`src/rtl/mem_bus_pkg.sv`:
```
// Shared types and constants for the CPU-to-memory bus bridge.
// The optional posted-write behaviour is selected in the bridge with MEM_BRIDGE_WPOST_EN.
package mem_bus_pkg;

   localparam int BUS_ADDR_W = 32;
   localparam int BUS_DATA_W = 32;

   // Returned to the CPU when memory never answers, so a stalled fetch decodes as a harmless NOP
   localparam logic [BUS_DATA_W-1:0] NOP_INSTR = 32'h0000_0013;

   typedef enum logic [1:0] {
      IDLE = 2'd0,
      REQ  = 2'd1,
      WAIT = 2'd2,
      RESP = 2'd3
   } bridge_state_e;

   typedef struct packed {
      logic                  we;
      logic                  sel;
      logic [BUS_ADDR_W-1:0] adr;
      logic [BUS_DATA_W-1:0] wdata;
   } mem_req_t;

   // Split a CPU address into {region flag, memory address}; the region bit is cleared in the address
   function automatic logic [BUS_ADDR_W:0] decode_addr(input logic [BUS_ADDR_W-1:0] adr);
      return {adr[BUS_ADDR_W-1], 1'b0, adr[BUS_ADDR_W-2:0]};
   endfunction

endpackage

```
`src/rtl/bridge_timeout_ctr.sv`:
```
// Wait-cycle counter for the bus bridge.
// Counts enabled cycles after a clear and flags the cycle in which the limit is reached.
module bridge_timeout_ctr #(
   parameter int LIMIT = 255,
   parameter int W     = 8
) (
   input  logic clk,
   input  logic reset,
   input  logic clear,
   input  logic en,
   output logic at_limit
);

   localparam logic [W-1:0] LAST = W'(LIMIT - 1);

   logic [W-1:0] count;

   // Count enabled cycles, restarting on clear and holding once the limit cycle is reached
   always_ff @(posedge clk or negedge reset) begin
      if (!reset) begin
         count <= '0;
      end else if (clear) begin
         count <= '0;
      end else if (en && !at_limit) begin
         count <= count + W'(1);
      end
   end

   assign at_limit = (count == LAST);

endmodule

```
`src/rtl/mem_bus_bridge.sv`:
```
// CPU memory port to valid/ready memory bridge.
// Turns single-cycle CPU read/write enables into a registered request/response
// transaction, stalls the CPU through cpu_ready, and raises a sticky bus_err
// when memory does not answer within TMO_CYC wait cycles.
// Build option MEM_BRIDGE_WPOST_EN: writes are posted (CPU released one cycle
// after capture, the memory transaction finishes in the background).
module mem_bus_bridge
   import mem_bus_pkg::*;
#(
   parameter int ADDR_W  = 32,
   parameter int DATA_W  = 32,
   parameter int TMO_CYC = 255,
   parameter int TMO_W   = 8
) (
   input  logic              clk,
   input  logic              reset,
   input  logic [ADDR_W-1:0] cpu_adr,
   input  logic [DATA_W-1:0] cpu_wdata,
   input  logic              cpu_rd_en,
   input  logic              cpu_wr_en,
   output logic [DATA_W-1:0] cpu_rdata,
   output logic              cpu_ready,
   output logic              mem_req_valid,
   input  logic              mem_req_ready,
   output logic              mem_req_we,
   output logic              mem_req_sel,
   output logic [ADDR_W-1:0] mem_req_adr,
   output logic [DATA_W-1:0] mem_req_wdata,
   input  logic              mem_rsp_valid,
   input  logic [DATA_W-1:0] mem_rsp_rdata,
   output logic              bus_err
);

   localparam logic [1:0] ST_IDLE = IDLE;
   localparam logic [1:0] ST_REQ  = REQ;
   localparam logic [1:0] ST_WAIT = WAIT;
   localparam logic [1:0] ST_RESP = RESP;

   logic [1:0]        state;
   logic [1:0]        state_nxt;
   logic [1:0]        wait_exit;
   mem_req_t          req;
   logic [DATA_W-1:0] rdata_q;
   logic              bus_err_q;
   logic              capture;
   logic              in_wait;
   logic              tmo_at_limit;

   assign capture = (state == ST_IDLE) && (cpu_rd_en || cpu_wr_en);
   assign in_wait = (state == ST_WAIT);

   bridge_timeout_ctr #(
      .LIMIT(TMO_CYC),
      .W    (TMO_W)
   ) u_tmo (
      .clk     (clk),
      .reset   (reset),
      .clear   (!in_wait),
      .en      (in_wait && !mem_rsp_valid),
      .at_limit(tmo_at_limit)
   );

`ifdef MEM_BRIDGE_WPOST_EN
   logic post_ack;

   // A posted write has already released the CPU, so its completion returns straight to IDLE
   assign wait_exit = req.we ? ST_IDLE : ST_RESP;

   // One-cycle early acknowledge to the CPU for every captured write
   always_ff @(posedge clk or negedge reset) begin
      if (!reset) begin
         post_ack <= 1'b0;
      end else begin
         post_ack <= capture && cpu_wr_en;
      end
   end

   assign cpu_ready = (state == ST_RESP) || post_ack;
`else
   assign wait_exit = ST_RESP;
   assign cpu_ready = (state == ST_RESP);
`endif

   // Next-state decode: a response or an expired wait both leave WAIT
   always_comb begin
      state_nxt = state;
      case (state)
         ST_IDLE: if (cpu_rd_en || cpu_wr_en) state_nxt = ST_REQ;
         ST_REQ:  if (mem_req_ready) state_nxt = ST_WAIT;
         ST_WAIT: if (mem_rsp_valid || tmo_at_limit) state_nxt = wait_exit;
         ST_RESP: state_nxt = ST_IDLE;
         default: state_nxt = ST_IDLE;
      endcase
   end

   // State register; reset drops any transaction in flight at once
   always_ff @(posedge clk or negedge reset) begin
      if (!reset) begin
         state <= ST_IDLE;
      end else begin
         state <= state_nxt;
      end
   end

   // Capture the CPU request only in IDLE so later CPU activity cannot disturb the bus
   always_ff @(posedge clk or negedge reset) begin
      if (!reset) begin
         req <= '0;
      end else if (capture) begin
         req.we             <= cpu_wr_en;
         {req.sel, req.adr} <= decode_addr(cpu_adr);
         req.wdata          <= cpu_wdata;
      end
   end

   // Latch the read data (zero for writes) or the NOP fallback and sticky error on timeout
   always_ff @(posedge clk or negedge reset) begin
      if (!reset) begin
         rdata_q   <= '0;
         bus_err_q <= 1'b0;
      end else if (in_wait) begin
         if (mem_rsp_valid) begin
            rdata_q <= req.we ? '0 : mem_rsp_rdata;
         end else if (tmo_at_limit) begin
            rdata_q   <= NOP_INSTR;
            bus_err_q <= 1'b1;
         end
      end
   end

   assign mem_req_valid = (state == ST_REQ);
   assign mem_req_we    = req.we;
   assign mem_req_sel   = req.sel;
   assign mem_req_adr   = req.adr;
   assign mem_req_wdata = req.wdata;
   assign cpu_rdata     = rdata_q;
   assign bus_err       = bus_err_q;

endmodule

```
`config.mk`:
```
export PLATFORM = sky130hd
export DESIGN_NAME = mem_bus_bridge
export DESIGN_NICKNAME = d
export VERILOG_FILES = /design/src/rtl/mem_bus_pkg.sv /design/src/rtl/bridge_timeout_ctr.sv /design/src/rtl/mem_bus_bridge.sv
export SDC_FILE = /design/constraint.sdc
export NUM_CORES = 1
export LEC_CHECK = 0
export BUFFER_PORTS_ARGS = -buffer_cell sky130_fd_sc_hd__buf_2
export CAP_MARGIN = 5
export CORE_MARGIN = 10
export CORE_UTILIZATION = 51
export DETAILED_ROUTE_END_ITERATION = 6
export PLACE_DENSITY = 0.95
export SYNTH_ARGS = -nofsm -noshare
export SYNTH_HDL_FRONTEND = slang
export SYNTH_SLANG_ARGS = --single-unit
```
`constraint.sdc`:
```
create_clock -name clk -period 3 [get_ports clk]
set_input_delay 0.3 -clock clk [delete_from_list [all_inputs] [get_ports clk]]
set_output_delay 0.3 -clock clk [all_outputs]
set_load 0.05 [all_outputs]
```
==> run_results.csv <==
group,metric,value,unit
outcome,status,"completed",
sta,max_freq,462,MHz
cts,clockRootBuffer,"clkbuf_8",
die,row_count,34,
cts,insertion_delay,0.37,ns
sta,period_share,0.721,
synth,synth.most_common_cell,"dfrtp_1",
sta,max_slew.worst_pin.slew,1.22,ns
worst_setup_path,arrival,2.41,ns
synth,yosys_warnings,0,
cells_and_area,multi_input_area,1710,um2
cts,htreeDepth,3,
cells_and_area,nFillCells,617,
worst_setup_path,required,3.24,ns
cells_and_area,area_delta_synth_final,27.1,%
worst_setup_path,worstSetupEndpointType,"register",
die,pin_count,203,
cells_and_area,seq_area,2700,um2
sta,setup_tns,0,ns
cts,numCtsBuffers,9,
synth,syn_nets,438,
synth,syn_avg_cell_area,13.9,um2
detailed_routing,wl_per_cell,20.0,um
sta,rsz0062_at_grt,"no",
die,die_h,115,um
detailed_routing,dr.first_iter.drc_count,230,
worst_setup_path,slowest_stage,"o21ai_4",
cts,clk_transition_reported_paths,0.12,ns
synth,ys_types,38,
detailed_routing,firstDrtPassIters,4,
synth,synth_ff_type,"dfrtp_1",
die,dieWidth,115,um
global_route,grt_max_degree,109,
worst_hold_path,worstHoldPathType,"in -> reg",
global_route,antenna_found_initial,2,
sta,relSlewSlack,0.185,
placed_design,hpwl,9.86,mm
synth,ys_seq_area_frac,0.590,
synth,synthTopCellsByCount,"dfrtp_1, mux2_2, a22o_1",
detailed_routing,num_vias,3430,
cells_and_area,layout.cells.non_filler,639,
worst_setup_path,crit_type,"reg -> reg",
sta,timing.final.max_slew_violations,0,
die,coreArea,8720,um2
detailed_routing,wirelength,12.8,mm
die,initial_core_util,0.525,
synth,netlist_area,4580,um2
cells_and_area,nets,634,
global_route,grt_pass1_wl,20.2,mm
synth,synth_edf_count,0,
global_route,overflow,0,
placed_design,port_buffers,201,
sta,whs,0.157,ns
synth,ys_async_sr_fraction,1.00,
synth,postSynthCellCount,329,
synth,synth-seq-cells,108,
worst_setup_path,max_stage_delay,0.45,ns
synth,synth.top_cell.area_share,0.590,
global_route,grt_util_all_layers,0.192,
sta,period_minus_slack,2.16,ns
flow_run,cap_violations,0,
cts,cts_tree,"yes",
cts,clock_path_buffers,2,
placed_design,gp_congestion,0.780,
worst_setup_path,worstPathMaxFanout,41,
cts,cts_sinks,108,
worst_setup_path,path_cells,"inv_1 -> ha_1 -> o21ai_4 -> buf_4 -> mux2_2",
detailed_routing,drc,0,
cells_and_area,design_area,5820,um2
cells_and_area,layout-drive-gt1-share,0.551,
sta,finalHoldViolations,0,
die,die_area,13200,um2
sta,setup_viol,0,
placed_design,dpl_cell_area,5620,um2
synth,synth_top_area_cell,"dfrtp_1",
detailed_routing,final_antenna_net_count,0,
synth,synth.top_cells.by_area,"dfrtp_1, mux2_2, a22o_1",
worst_setup_path,startpoint_type,"register",
global_route,grt_pass1_vias,3822,
placed_design,placed_cells,621,
detailed_routing,via_per_inst,5.37,
sta,finalClockSkew,0.0172,ns
[layout make-up]
cell class	instances	area share
tap	108	0.0232
multi-input combinational	194	0.293
inverter	6	0.00387
antenna	1	0.000430
clock buffer	10	0.0219
clock inverter	6	0.0105
timing repair buffer	206	0.182
sequential	108	0.464
[worst max-delay path: cells and delay by family (launching register included)]
family | cells | cell delay [ns]
buf+inv | 2 | 0.52
fa+ha+maj | 1 | 0.27
compound gates | 1 | 0.45
mux | 1 | 0.37
flops | 1 | 0.42
[per-layer routing]
metal	GRT usage	up-vias	wire [um]
li1	-	1587	-
met1	0.204	1683	4640
met2	0.325	141	6470
met3	0.0974	19	1450
met4	0.0652	0	223
met5	0	-	0
[path summary, 6_finish.rpt]
kind,startpoint,to,slack [ns],cells past startpoint
min in group asynchronous,reset,cpu_rdata[26]$_DFFE_PN0P_,0.52,3
worst min-delay path,cpu_adr[3],mem_req_adr[3]$_DFFE_PN0P_,0.16,2
max in group asynchronous,reset,mem_req_adr[27]$_DFFE_PN0P_,2.03,3
worst max-delay path,state[0]$_DFFE_PN0P_,mem_req_wdata[1]$_DFFE_PN0P_,0.84,5
worst max register to register,state[0]$_DFFE_PN0P_,mem_req_wdata[1]$_DFFE_PN0P_,0.84,5
worst min register to register,bus_err$_DFFE_PN0P_,bus_err$_DFFE_PN0P_,0.50,1
[logic make-up after synthesis]
logic type	after synthesis	share of synthesized area
other	1	0.000819
adder cells (fa/ha/maj)	7	0.0191
buffers and inverters	27	0.0396
flip-flops	108	0.590
multiplexers	67	0.164
AO/OA/AOI/OAI	85	0.144
AND/OR/NAND/NOR	34	0.0426
[layout by cell type, fill, tap and decap left out, types with 2 or more instances in the layout]
cell type	count
nand2_1	10
nand2b_1	4
dfrtp_1	108
ha_1	7
and3_1	3
a22o_1	29
buf_4	4
clkbuf_8	9
clkinv_4	3
o21ai_0	10
a311oi_1	3
a21oi_1	3
a21o_2	3
a21o_1	27
a31oi_1	3
mux2i_1	3
buf_2	200
inv_1	5
mux2_2	64
nand3_1	3
and3b_1	2
nor2b_1	5
[flip-flops by register name, summed over array words and instances (netlist names)]
signal and cells:
state 2, u_tmo.count 8, bus_err 1, mem_req_we 1, mem_req_sel 1, cpu_rdata 32, mem_req_wdata 32, mem_req_adr 31
[per-stage QoR]
step            util  setup WS [ns]
2_1_floorplan      -           1.35
4_1_cts        0.666          0.831
6_report       0.667          0.838
3_3_place_gp   0.644          0.774
5_1_grt        0.667          0.659
3_5_place_dp   0.644          0.711
[repair_timing]
| action | in CTS | in global routing |
|---|---|---|
| resized for setup | 0 | 0 |
| hold buffers | 0 | 1 |
| setup buffers | 0 | 0 |
| endpoints found under the hold margin | 0 | 2 |
Power is left out: the tool's default activity adds up to more than one toggle a clock period on the data nets, which glitch-free logic cannot reach.
